[src/rtl/spram_arbiter.sv]
// spram_arbiter: two-port Wishbone classic arbiter in front of one spram, one access per two cycles.
// Define SPRAM_ARB_ROUND_ROBIN_EN for round-robin on contention; otherwise m0 has fixed priority.
module spram_arbiter #(
  parameter int size = 'h1000,
  parameter int addr_width = $clog2(size),
  parameter int data_width = 16
) (
  input  logic                  clock,
  input  logic                  reset_n,
  input  logic                  m0_cyc,
  input  logic                  m0_stb,
  input  logic                  m0_we,
  input  logic [addr_width-1:0] m0_adr,
  input  logic [data_width-1:0] m0_dat_i,
  output logic [data_width-1:0] m0_dat_o,
  output logic                  m0_ack,
  input  logic                  m1_cyc,
  input  logic                  m1_stb,
  input  logic                  m1_we,
  input  logic [addr_width-1:0] m1_adr,
  input  logic [data_width-1:0] m1_dat_i,
  output logic [data_width-1:0] m1_dat_o,
  output logic                  m1_ack,
  output logic [addr_width-1:0] ram_address,
  output logic [data_width-1:0] ram_data,
  output logic                  ram_wren,
  output logic                  ram_cen,
  input  logic [data_width-1:0] ram_q
);
  typedef enum logic {IDLE, ACK} state_t;
  state_t state_q, state_d;
  logic grant_q, grant_d, last_q, last_d;
  logic req0, req1, tie, win;
  assign req0 = m0_cyc & m0_stb;
  assign req1 = m1_cyc & m1_stb;
`ifdef SPRAM_ARB_ROUND_ROBIN_EN
  assign tie = ~last_q;
`else
  assign tie = 1'b0;
`endif
  assign win = (req0 & req1) ? tie : req1;
  assign m0_dat_o = ram_q;
  assign m1_dat_o = ram_q;
  always_comb begin
    state_d = state_q;
    grant_d = grant_q;
    last_d = last_q;
    ram_cen = 1'b0;
    ram_wren = 1'b0;
    ram_address = m0_adr;
    ram_data = m0_dat_i;
    m0_ack = 1'b0;
    m1_ack = 1'b0;
    if (state_q == IDLE) begin
      if (req0 | req1) begin
        ram_cen = 1'b1;
        ram_wren = win ? m1_we : m0_we;
        ram_address = win ? m1_adr : m0_adr;
        ram_data = win ? m1_dat_i : m0_dat_i;
        grant_d = win;
        last_d = win;
        state_d = ACK;
      end
    end else begin
      // a requester that dropped cyc/stb here aborts: no ack, any write already landed
      m0_ack = ~grant_q & req0;
      m1_ack = grant_q & req1;
      state_d = IDLE;
    end
  end
  always_ff @(posedge clock or negedge reset_n) begin
    if (!reset_n) begin
      state_q <= IDLE;
      grant_q <= 1'b0;
      last_q <= 1'b1;
    end else begin
      state_q <= state_d;
      grant_q <= grant_d;
      last_q <= last_d;
    end
  end
endmodule

[config.mk]
export PLATFORM = sky130hd
export DESIGN_NAME = spram_arbiter
export DESIGN_NICKNAME = d
export VERILOG_FILES = /design/src/rtl/spram_arbiter.sv
export SDC_FILE = /design/constraint.sdc
export NUM_CORES = 1
export LEC_CHECK = 0
export ABC_AREA = 0
export BUFFER_PORTS_ARGS = -buffer_cell sky130_fd_sc_hd__buf_2
export CAP_MARGIN = 0
export CORE_ASPECT_RATIO = 1.2
export CORE_MARGIN = 5
export CORE_UTILIZATION = 29
export DETAILED_ROUTE_END_ITERATION = 10
export GPL_TIMING_DRIVEN = 0
export PLACE_DENSITY = 0.94
export SYNTH_ARGS = -nofsm -noshare
export SYNTH_HDL_FRONTEND = slang
export SYNTH_SLANG_ARGS = --single-unit
[constraint.sdc]
create_clock -name clock -period 4.3 [get_ports clock]
set_input_delay 0.645 -clock clock [delete_from_list [all_inputs] [get_ports clock]]
set_output_delay 0.645 -clock clock [all_outputs]
set_load 0.01 [all_outputs]
==> run summary <==
The run finished with clean final reports. The total negative setup slack is 0 ps. The I/O pin total is 144. The buffer levels on the longest clock path came out at 2. The worst-case headroom to the max-slew limit is 0.8413.

The first-pass iteration count of the detailed router is 4. The kind of launch point of the worst setup path is an input pin. The final hold violation count came out at 0. The flip-flop and latch count after synthesis came out at 2.

The required time at the endpoint of the critical path is 3650 ps. For this design, the CTS-stage hold fixing added 0 buffers. The via count came out at 1087. The post-CTS setup buffer count is 0.

The height of the die came out at 67.70 um. Routability-driven placement finished with a final weighted congestion of 0.7655. TritonCTS built the clock tree. In this run the worst hold path is classified as input pin to async pin.

The final critical path time including I/O delays and setup is 2482 ps. The clock buffer count from CTS is 3. The post-synthesis instance area is 804.5 sq um. The delay of the slowest critical-path stage came out at 300 ps.

In this run the number of H-tree levels came out at 1. The register clock-pin slew on the reported worst setup and hold paths came out at 30 ps. The total overflow reported by the global router came out at 0.

The core footprint is 2733 sq um. At the pin with the least slew margin, the transition time is 238.0 ps. The number of warnings reported in the yosys synthesis log came out at 0.

In the routed layout, each cell is associated on average with a via count of 4.492. The gate count after technology mapping is 77. The root buffer cell is sky130_fd_sc_hd__clkbuf_4.

Summed over all cells, the static leakage comes to 0.9138 nW. The reg2reg setup slack came out at 3450 ps. The total setup violations reported at the end of the flow is 0. The number of nets still failing antenna checks after routing is 0. Setup repair after global routing left no endpoint under its margin. The floorplan row count came out at 21. Detailed placement ended at an HPWL of 3100 um.

Counting every net in the synthesized netlist gives 157. In this run the power density over the cells is 150.5 nW/um^2. The average footprint of a synthesized cell is 10.45 sq um. Together, buffers and inverters on the worst path number 4. The worst setup path is captured at an output port. The largest individual stage delay along the critical path comes from the cell sky130_fd_sc_hd__mux2_4. The initial antenna violation count is 1.

The area of all placed cells without fillers came out at 1508 sq um. The first-iteration detailed-routing DRC count came out at 29. The die covers 3932 sq um. The worst endpoint data arrival time came out at 1840 ps. By startpoint and endpoint, the worst setup path is classified as input pin to output port. Summed over all instances, the cell type with the most area after synthesis is sky130_fd_sc_hd__mux2_4. On the critical path the largest part of the delay comes from buffers and inverters. The cell that appears most often on the critical path is sky130_fd_sc_hd__buf_2. The signal on the critical path passes through buf_2 > nand2_2 > nor3b_2 > buf_6 > buf_12 > mux2_4 > buf_2. The worst clock skew on the final layout came out at 2.407 ps. Input and output buffers added on the ports amount to 127. The global-route usage over all layers came out at 0.1561. Timing would allow up to 0.4028 GHz. Post-CTS repair changed the size of 0 cells. The placed instances occupy a cell area of 1483 sq um. The horizontal die dimension came out at 58.08 um.

The number of clock sinks is 2. The register cell area after layout came out at 50.05 sq um. The final clock period utilization by the worst path came out at 0.5773.

The worst-skew pair later-pin latency is 220 ps. The post-detailed-routing wire length came out at 3443 um. The pin count of the biggest net entering global routing is 11. The detailed-route wire length per cell came out at 14.23 um. The final routed DRC violation total came out at 0. The maximum fanout encountered on the critical timing path came out at 10.

The share of synthesized area in the top cell type comes to 0.3733. The first-pass GRT wire length came out at 4712 um. The share of cells above drive strength 1 came out at 0.9469. The count of maximum capacitance violations is 0.

VDD sags by at most 0.0001331 V. The number of global-route vias before repair is 1138. The top cell types in the final layout, fill and taps aside, are sky130_fd_sc_hd__buf_2, sky130_fd_sc_hd__buf_4, sky130_fd_sc_hd__mux2_4.

The multi-input gate area in the final layout is 462.9 sq um. The sequential-to-total area share from yosys stat came out at 0.06221. After synthesis, the cell types taking the most area are sky130_fd_sc_hd__mux2_4, sky130_fd_sc_hd__buf_4, sky130_fd_sc_hd__mux2_2. The number of fill cells in the layout came out at 246. The final net count is 289. The count of unique library cells instantiated by Yosys came out at 15. For this configuration, the core starts out at a cell density of 0.2944. Relative to the synthesized area, the layout overhead comes to 87.40%.

The final number of max-transition violations came out at 0. Leaving out fill and tap cells, the most frequent cell in the layout is sky130_fd_sc_hd__buf_2.
==> cell families (layout without fill, tap and decap cells) <==
group                  after synthesis  after routing  synth area share
AO/OA/AOI/OAI                        3              3           0.02488
AND/OR/NAND/NOR                      9              9           0.06533
flip-flops                           2              2           0.06221
buffers and inverters               35            165            0.3624
other                                0              1                 0
multiplexers                        28             28            0.4852
==> through the flow <==
stage / hold slack [ps] / total power (W) / utilization / cells / setup slack, ps
floorplan: 349.4 / 0.0001172 / - / 77 / 2123
global placement: 429.7 / 0.0001844 / 0.5426 / 238 / 1821
detailed placement: 434.7 / 0.0001868 / 0.5426 / 238 / 1831
CTS: 196.3 / 0.0002305 / 0.5508 / 241 / 1818
global route: 182.2 / 0.0002457 / 0.5517 / 242 / 1753
finish: 207.6 / 0.0002269 / 0.5517 / 242 / 1818
==> layout make-up <==
cell class                      count  share of cell area
Timing Repair Buffer              127              0.4216
Tap cell                           34             0.02822
Clock buffer                        3             0.01494
Antenna cell                        1            0.001660
Sequential cell                     2             0.03319
Buffer                             35              0.1934
Multi-Input combinational cell     40              0.3071
==> metal layers <==
metal | vias up | routed length [um] | global-route usage | part of all wire
li1 | 495 | - | - | -
met1 | 470 | 944 | 0.1279 | 0.27
met2 | 114 | 1746 | 0.3023 | 0.51
met3 | 8 | 687 | 0.08413 | 0.20
met4 | 0 | 65 | 0.06957 | 0.019
met5 | - | 0 | 0 | 0
==> cells in the mapped netlist <==
library cell / instances
sky130_fd_sc_hd__mux2_2: 8
sky130_fd_sc_hd__buf_12: 2
sky130_fd_sc_hd__dfrtp_1: 2
sky130_fd_sc_hd__nor2_1: 2
sky130_fd_sc_hd__nand2_1: 2
sky130_fd_sc_hd__nand2_2: 1
sky130_fd_sc_hd__nand3_1: 1
sky130_fd_sc_hd__nor3b_2: 1
sky130_fd_sc_hd__mux2_4: 20
sky130_fd_sc_hd__buf_4: 32
sky130_fd_sc_hd__a21oi_1: 2
sky130_fd_sc_hd__buf_6: 1
sky130_fd_sc_hd__nor3b_1: 1
sky130_fd_sc_hd__o22a_2: 1
sky130_fd_sc_hd__nand4_1: 1
==> path summary, 6_finish.rpt <==
check,start,endpoint,depth (start not counted)
worst max-delay path,m0_cyc,ram_data[2],7
worst min-delay path,reset_n,state_q,1
worst max register to register,state_q,grant_q,2
worst min register to register,grant_q,grant_q,1
max in group asynchronous,reset_n,grant_q,1
min in group clock,grant_q,grant_q,1
==> power by group <==
part	internal (W)	switching (W)
combinational	0.0000990	0.0000621
sequential	0.0000216	0.00000323
clock	0.0000307	0.0000103
total	0.000151	0.0000756
==> state kept, by name, summed over array words and instances (netlist names) <==
register and count:
state_q 1, grant_q 1
(Power assumes the default switching activity.)
